**src/rtl/memory_responder_pkg.sv**
```systemverilog
// Shared types and constants for the fixed-latency memory responder.
package mem_resp_pkg;

    localparam int WORD_W      = 32;
    localparam int CNT_W       = 4;
    localparam int LATENCY_MIN = 1;
    localparam int LATENCY_MAX = 15;

    typedef enum logic [1:0] {
        IDLE,
        WAIT,
        RESP
    } state_e;

    function automatic bit latency_ok(input int lat);
        return (lat >= LATENCY_MIN) && (lat <= LATENCY_MAX);
    endfunction

endpackage

```
**src/rtl/memory_responder_if.sv**
```systemverilog
// Request/response handshake bundle between the datapath memory port and the responder.
interface mem_resp_if;
    import mem_resp_pkg::*;

    logic              req_valid;
    logic              req_ready;
    logic              req_write;
    logic [WORD_W-1:0] req_addr;
    logic [WORD_W-1:0] req_wdata;
    logic              resp_valid;
    logic              resp_ready;
    logic [WORD_W-1:0] resp_rdata;
    logic              resp_error;

    modport master (
        output req_valid, req_write, req_addr, req_wdata, resp_ready,
        input  req_ready, resp_valid, resp_rdata, resp_error
    );

    modport slave (
        input  req_valid, req_write, req_addr, req_wdata, resp_ready,
        output req_ready, resp_valid, resp_rdata, resp_error
    );

endinterface

```
**src/rtl/memory_responder_word_ram.sv**
```systemverilog
// Word-wide RAM: synchronous write, combinational read, contents never reset.
module word_ram
    import mem_resp_pkg::*;
#(
    parameter int DEPTH_LOG2 = 6
) (
    input  logic                  clk,
    input  logic                  we,
    input  logic [DEPTH_LOG2-1:0] addr,
    input  logic [WORD_W-1:0]     wdata,
    output logic [WORD_W-1:0]     rdata
);

    logic [WORD_W-1:0] mem_q [2**DEPTH_LOG2];

    always_ff @(posedge clk) begin
        if (we) begin
            mem_q[addr] <= wdata;
        end
    end

    assign rdata = mem_q[addr];

endmodule

```
**src/rtl/memory_responder.sv**
```systemverilog
// Memory-side responder: accepts one word request, waits LATENCY edges, then
// performs the RAM access and holds the response until it is consumed.
module memory_responder
    import mem_resp_pkg::*;
#(
    parameter int DEPTH_LOG2 = 6,
    parameter int LATENCY    = 2
) (
    input  logic       clock,
    input  logic       reset_n,
    mem_resp_if.slave  bus
);

    generate
        if (!latency_ok(LATENCY)) begin : g_latency_check
            $error("memory_responder: LATENCY must be within 1..15");
        end
    endgenerate

    localparam logic [CNT_W-1:0] CNT_INIT = CNT_W'(LATENCY - 1);

    state_e            state_q, state_d;
    logic [CNT_W-1:0]  cnt_q, cnt_d;
    logic              write_q, write_d;
    logic [WORD_W-1:0] addr_q, addr_d;
    logic [WORD_W-1:0] wdata_q, wdata_d;
    logic [WORD_W-1:0] rdata_q, rdata_d;
    logic              error_q, error_d;

    logic                  addr_err;
    logic                  ram_we;
    logic [DEPTH_LOG2-1:0] word_idx;
    logic [WORD_W-1:0]     ram_rdata;

    assign word_idx = addr_q[DEPTH_LOG2+1:2];
    // Misaligned, or any bit above the word-index field set.
    assign addr_err = (addr_q[1:0] != 2'b00) || ((addr_q >> (DEPTH_LOG2 + 2)) != '0);

    word_ram #(
        .DEPTH_LOG2 (DEPTH_LOG2)
    ) u_word_ram (
        .clk   (clock),
        .we    (ram_we),
        .addr  (word_idx),
        .wdata (wdata_q),
        .rdata (ram_rdata)
    );

    always_comb begin
        state_d = state_q;
        cnt_d   = cnt_q;
        write_d = write_q;
        addr_d  = addr_q;
        wdata_d = wdata_q;
        rdata_d = rdata_q;
        error_d = error_q;
        ram_we  = 1'b0;
        case (state_q)
            IDLE: begin
                if (bus.req_valid) begin
                    write_d = bus.req_write;
                    addr_d  = bus.req_addr;
                    wdata_d = bus.req_wdata;
                    cnt_d   = CNT_INIT;
                    state_d = WAIT;
                end
            end
            WAIT: begin
                if (cnt_q != '0) begin
                    cnt_d = cnt_q - CNT_W'(1);
                end else begin
                    // Store commits and load samples on this single edge.
                    ram_we  = write_q && !addr_err;
                    rdata_d = (write_q || addr_err) ? '0 : ram_rdata;
                    error_d = addr_err;
                    state_d = RESP;
                end
            end
            RESP: begin
                if (bus.resp_ready) begin
                    state_d = IDLE;
                end
            end
            default: state_d = IDLE;
        endcase
    end

    always_ff @(posedge clock or negedge reset_n) begin
        if (!reset_n) begin
            state_q <= IDLE;
            cnt_q   <= '0;
            write_q <= 1'b0;
            addr_q  <= '0;
            wdata_q <= '0;
            rdata_q <= '0;
            error_q <= 1'b0;
        end else begin
            state_q <= state_d;
            cnt_q   <= cnt_d;
            write_q <= write_d;
            addr_q  <= addr_d;
            wdata_q <= wdata_d;
            rdata_q <= rdata_d;
            error_q <= error_d;
        end
    end

    assign bus.req_ready  = (state_q == IDLE);
    assign bus.resp_valid = (state_q == RESP);
    assign bus.resp_rdata = rdata_q;
    assign bus.resp_error = error_q;

endmodule
```
**src/flat_wrapper.sv**
```systemverilog
// flat-port wrapper written by rule: the top's interface ports become plain ports
module memory_responder_flat import mem_resp_pkg::*;
#(
    parameter int DEPTH_LOG2 = 6,
    parameter int LATENCY    = 2
)
  (clock, reset_n, bus_req_valid, bus_req_write, bus_req_addr, bus_req_wdata, bus_resp_ready, bus_req_ready, bus_resp_valid, bus_resp_rdata, bus_resp_error);
  mem_resp_if bus_i ();
  input  logic clock;
  input  logic reset_n;
  input wire logic [$bits(bus_i.req_valid)-1:0] bus_req_valid;
  input wire logic [$bits(bus_i.req_write)-1:0] bus_req_write;
  input wire logic [$bits(bus_i.req_addr)-1:0] bus_req_addr;
  input wire logic [$bits(bus_i.req_wdata)-1:0] bus_req_wdata;
  input wire logic [$bits(bus_i.resp_ready)-1:0] bus_resp_ready;
  output wire logic [$bits(bus_i.req_ready)-1:0] bus_req_ready;
  output wire logic [$bits(bus_i.resp_valid)-1:0] bus_resp_valid;
  output wire logic [$bits(bus_i.resp_rdata)-1:0] bus_resp_rdata;
  output wire logic [$bits(bus_i.resp_error)-1:0] bus_resp_error;
  assign bus_i.req_valid = bus_req_valid;
  assign bus_i.req_write = bus_req_write;
  assign bus_i.req_addr = bus_req_addr;
  assign bus_i.req_wdata = bus_req_wdata;
  assign bus_i.resp_ready = bus_resp_ready;
  assign bus_req_ready = bus_i.req_ready;
  assign bus_resp_valid = bus_i.resp_valid;
  assign bus_resp_rdata = bus_i.resp_rdata;
  assign bus_resp_error = bus_i.resp_error;
  memory_responder #(.DEPTH_LOG2(DEPTH_LOG2), .LATENCY(LATENCY)) u_core (.clock(clock), .reset_n(reset_n), .bus(bus_i));
endmodule
```
**config.mk**
```make
export PLATFORM = sky130hd
export DESIGN_NAME = memory_responder_flat
export DESIGN_NICKNAME = d
export VERILOG_FILES = /design/src/rtl/memory_responder_pkg.sv /design/src/rtl/memory_responder_if.sv /design/src/rtl/memory_responder_word_ram.sv /design/src/rtl/memory_responder.sv /design/src/flat_wrapper.sv
export SDC_FILE = /design/constraint.sdc
export NUM_CORES = 2
export LEC_CHECK = 0
export CAP_MARGIN = 20
export CORE_MARGIN = 4
export CORE_UTILIZATION = 56
export DETAILED_ROUTE_END_ITERATION = 8
export PLACE_DENSITY = 0.8
export SYNTH_ARGS = -nofsm -noshare
export SYNTH_HDL_FRONTEND = slang
export SYNTH_HIERARCHICAL = 1
export SYNTH_SLANG_ARGS = --single-unit
```
**constraint.sdc**
```tcl
create_clock -name clock -period 3.6 [get_ports clock]
set_input_delay 0.54 -clock clock [delete_from_list [all_inputs] [get_ports clock]]
set_output_delay 0.54 -clock clock [all_outputs]
set_load 0.02 [all_outputs]
```
* After elaboration in Yosys (flattened, before gate mapping) *
Memory sizes are Yosys's and may differ from the RTL's.
Index checks and enable logic that the tools add are counted.

word-level totals
  output and inout port bits = 35
  memories kept = 1
  register bits after elaboration = 104
  RAM bits = 2048
  input port bits = 69

cells by class
  equal/unequal tests = 6
  reductions and logical operators = 13
  mux-type cells = 12
  bitwise gates (word level) = 1
  add/subtract/negate cells = 1

memory list
  memory                   depth  width  read ports  clocked after Yosys merged registers in  wr ports  RTL line                         RTL
  u_core.u_word_ram.mem_q  64     32     1           0                                        1         memory_responder_word_ram.sv:14  logic [WORD_W-1:0] mem_q [2**DEPTH_LOG2];

operator list
  operator                                                                  number
  32-bit 2-to-1 mux                                                         1
  32-bit nonzero test                                                       1
  4-bit 2-to-1 mux                                                          2
  4-bit one-hot mux with 2 select lines                                     1
  2-bit 2-to-1 mux                                                          3
  2-bit inequality test (second input constant)                             3
  2-bit one-hot mux with 3 select lines                                     1
  3-bit AND reduction                                                       2
  1-bit 2-to-1 mux                                                          4
  2-bit AND reduction                                                       2
  2-bit nonzero test                                                        2
  4-bit nonzero test                                                        1
  4-bit by 1-bit subtractor with 4-bit output (second input constant)       1
  2-bit by 1-bit == test with 1-bit output (second input constant)          1
  2-bit == test (second input constant)                                     1
  2-bit logical NOT                                                         1
  1-bit logical OR                                                          2
  2-bit by 1-bit inequality test with 1-bit output (second input constant)  1
  1-bit logical AND                                                         1
  1-bit logical NOT                                                         1
  1-bit NOT                                                                 1

* Depth between registers and ports, before layout *
  depth after elaboration = 8
  gate-level depth with buffers = 15

* Modules after synthesis *
The synthesis kept the hierarchy.

by module, submodules not included
  module            area an instance (um^2)  times used  cells an instance
  word_ram          78287.6                  1           4207
  memory_responder  4101.4                   1           460

* Least setup slack after synthesis *
OpenSTA, ideal clock, no wires.

  path kind = reg-to-reg
  start point = reg u_core.addr_q[4]
  end point = mem u_core.u_word_ram.mem_q[11][0] (enable)
  stages on the path, launching flop included = 10
  slack = -0.002 ns
  library setup time = 0.421 ns
  data arrival time = 3.181 ns
  path buffers = 6
  data required time = 3.179 ns
  cells stage by stage = dfrtp_1 -> buf_2 -> buf_2 -> buf_2 -> buf_2 -> buf_2 -> buf_2 -> nor2b_1 -> nand2_1 -> nor2_1

RTL lines
  element                 RTL line                         RTL
  start, declared         memory_responder.sv:25           logic [WORD_W-1:0] addr_q, addr_d;
  start signal, assigned  memory_responder.sv:101          addr_q <= addr_d;
  end, declared           memory_responder_word_ram.sv:14

Straight into the memory's write port.

* Worst setup path after layout *
  start point = reg u_core.addr_q[4]
  end point = reg u_core.rdata_q[28] (netlist: u_core/bus.resp_rdata[28])

between the ends
  cells in the longest elaborated chain, start to end = 2

ends and longest elaborated chain
  element                   RTL line                 RTL
  memory 64 x 32 bit        -
  via u_core.ram_rdata[28]  memory_responder.sv:33   logic [WORD_W-1:0] ram_rdata;
  32-bit 2-to-1 mux         memory_responder.sv:74   rdata_d = (write_q || addr_err) ? '0 : ram_rdata;
  end signal, assigned      memory_responder.sv:103  rdata_q <= rdata_d;
  end, declared             memory_responder.sv:27   logic [WORD_W-1:0] rdata_q, rdata_d;

The timed path passes the listed nets, and every way through them passes these cells.
A chain may end at the register's enable or synchronous reset.

==> results by group <==
Route
  • Routed via count: 48500
  • Routed Antenna Nets: 0
  • Final WL: 225 mm
  • DR pass1 iterations: 8
  • Routed length per instance: 31.8 microns
  • Initial DRC count: 7699
  • Vias per inst: 6.86
  • DRC viols: 0

Floorplanning
  • Row count: 140
  • Ports: 104
  • Chip Height: 392 microns
  • Die area: 153000 sq um
  • Core area: 146000 sq um
  • Initial Util: 56.5%
  • Die W: 392 microns

Yosys
  • Commonest cells in the netlist: edfxtp_1 (2048), nand2_1 (292), mux2i_1 (259), a22oi_1 (188), clkbuf_1 (187)
  • Seq cells post-synth: 2152
  • Area share of the largest cell type after synthesis: 74.6%
  • Post-Synthesis Cells: 4667
  • Synth unique cells: 60
  • Most instantiated library cell after synthesis: edfxtp_1
  • Top_reg_cell synth: edfxtp_1
  • Yosys warns: 6
  • Synth top area cells: edfxtp_1 (75%), dfrtp_1 (3.2%), mux2i_1 (3.1%), mux4_2 (2.6%), mux2_2 (2.0%)
  • Post-Syn Area: 82400 sq um
  • Seq/Total Area, Yosys: 77.8%
  • Mapped Avg Cell Area: 17.7 sq um
  • Post-Synthesis Net Count: 4737
  • Synth area leader: edfxtp_1
  • Post-synth EDFFs: 2048
  • Share of flip-flops with an asynchronous set or reset: 4.83%

Place
  • Final Wtd Congestion: 0.899
  • Hpwl dp: 132 mm
  • Placed cell count: 6686
  • Buffers added on ports: 103

Worst setup path
  • Worst EP required: 4.29 ns
  • CP Launch Type: flip-flop
  • Crit end category: flip-flop
  • Worst Path Arrival: 4.24 ns
  • Critical Path Source: u_core/addr_q[4]
  • R2R cell count: 11
  • Critical path class: reg2reg
  • Worst reg2reg path startpoint: u_core/addr_q[4]
  • Worst Path Max Fanout: 29

Worst hold path
  • Worst hold path stage count: 3
  • Hold_sp: bus_req_wdata[19]
  • Hold Crit Class: in2reg

Final layout
  • Area grow syn2layout: 15.1%
  • # fillers: 9117
  • Fin nets: 5050
  • Reg area: 64200 sq um
  • Count of non-filler cells in the finished layout: 7071
  • Multi-input logic area: 17400 sq um
  • Share of layout cells above drive strength 1: 19.2%

Clocking
  • # clock sinks: 2152
  • TritonCTS clock tree: built
  • Clock slew at reported path FFs: 0.07 ns
  • # H-tree levels: 4
  • Clock Path Buffers: 3
  • Buffer count from post-CTS setup fixing: 0
  • Skew-Pair Late Insertion Delay: 0.84 ns
  • TritonCTS buffer count: 202
  • Root buffer cell: clkbuf_16

Global routing
  • Gr ovfl total: 0
  • First-pass GRT wire length: 326 mm
  • Aggregate global-route resource usage: 29.2%
  • Vias in the first global route: 48000
  • Initial antenna violation count: 8
  • Largest net degree at the start of global routing: 78

Run status
  • Outcome: completed

Power and ir drop
  • Max IR drop VDD: 0.000649 V
  • Total Power: 75.6 mW
  • Pwr Density: 798 nW/um^2
  • Lkg Pwr: 31.3 nW

Timing
  • Max Fclk: 281 MHz
  • RSZ-0062 raised after global routing: no
  • Slew Limit Fails: 0
  • # setup viols final: 0
  • Period utilization: 98.8%
  • Final min period: 3.56 ns
  • Setup_tns: 0 ns
  • Post-Route Skew: 0.0589 ns
  • Tightest Pin Transition: 1.13 ns
  • Final Hold Fails: 0
  • Slew HR: 24.5%

Job
  • Max-cap violations: 0
[worst paths after layout]
check | end | slack, ns
setup reg to reg | u_core/bus.resp_rdata[28] | 0.04
min in group asynchronous | u_core/wdata_q[19] | 0.37
hold / removal | u_core/wdata_q[19] | 0.23
setup / recovery | u_core/bus.resp_rdata[28] | 0.04
max in group asynchronous | u_core/wdata_q[3] | 2.39
hold reg to reg | u_core/addr_q[12] | 0.48
[cell usage in the layout, fill, tap and decap left out, types with 50 or more instances in the layout]
cell / n
a21oi_1: 121
a221oi_1: 175
a22o_1: 66
a22oi_1: 188
and3_1: 87
buf_12: 69
buf_4: 259
clkbuf_1: 50
clkbuf_16: 203
clkdlybuf4s50_1: 102
dfrtp_1: 69
edfxtp_1: 2048
mux2_2: 148
mux2i_1: 259
mux4_2: 96
nand2_1: 290
nand3_1: 56
nor2_1: 82
nor2_4: 67
o21ai_0: 88
o22a_1: 70
o22ai_1: 93
[cell type report]
type	instances	share of cell area, %
multi-input combinational	2187	18.4
antenna	4	0.0106
tap	1917	2.53
clock inverter	113	1.12
inverter	5	0.0277
timing repair buffer	432	4.61
sequential	2152	67.7
clock buffer	261	5.67
[flip-flops by register name, indices dropped and copies added (netlist names)]
register	cells
u_core/state_q	2
u_core/wdata_q	32
u_core/addr_q	32
u_core/write_q	1
u_core/u_word_ram/mem_q	2048
u_core/cnt_q	4
u_core/bus.resp_rdata	32
u_core/bus.resp_error	1
[metrics by stage]
stage	hold slack, ns	cell area, sq um	setup WS (ns)	util (%)
floorplan	0.244	82400	-0.00221	-
global placement	0.458	88200	0.315	60.5
detailed placement	0.463	88200	0.196	60.5
CTS	0.190	94700	0.154	64.9
global route	0.227	94800	0.0477	65.0
finish	0.235	94800	0.0439	65.0
[worst max-delay path: stages (launching register included)]
cell and delay, ns:
dfrtp_4 0.60, buf_4 0.27, and2_1 0.39, buf_4 0.36, a22o_1 0.23, nor3_1 0.22
a211oi_1 0.10, a2111oi_0 0.73, buf_4 0.26, nand3_1 0.08, nand2_1 0.07, o21ai_1 0.07
[logic make-up (layout without fill, tap and decap cells)]
| kind of cell | after synthesis | count (layout) | synth area share (%) |
|---|---|---|---|
| AOI/OAI and AO/OA | 968 | 968 | 8.53 |
| xor gates and xnor gates | 2 | 2 | 0.0213 |
| adders and majority gates | 1 | 1 | 0.0152 |
| buffers and inverters | 328 | 811 | 1.77 |
| DFF | 2152 | 2152 | 77.8 |
| muxes | 503 | 503 | 7.79 |
| other | 0 | 4 | 0 |
| and+or+nand+nor | 713 | 713 | 4.07 |
[routing by layer]
layer  up-vias  track usage (%)  share of wire (%)
li1      19600                -                  -
met1     24100             39.0                 34
met2      4115             45.7                 47
met3       718             6.23                 13
met4         4             15.2                6.0
met5         -                0              0.012
[power breakdown]
group | leakage, nW | internal (mW) | switching (mW)
logic | 8.27 | 7.64 | 14.1
registers | 19.9 | 31.1 | 2.05
clock network | 3.15 | 11.5 | 9.21
[timing repair]
action                                  in CTS  in global routing
endpoints found under the setup margin       0                  2
hold buffers                                 1                  0
endpoints found under the hold margin       62                  0
resized for setup                            0                  2
(Power assumes the default switching activity.)
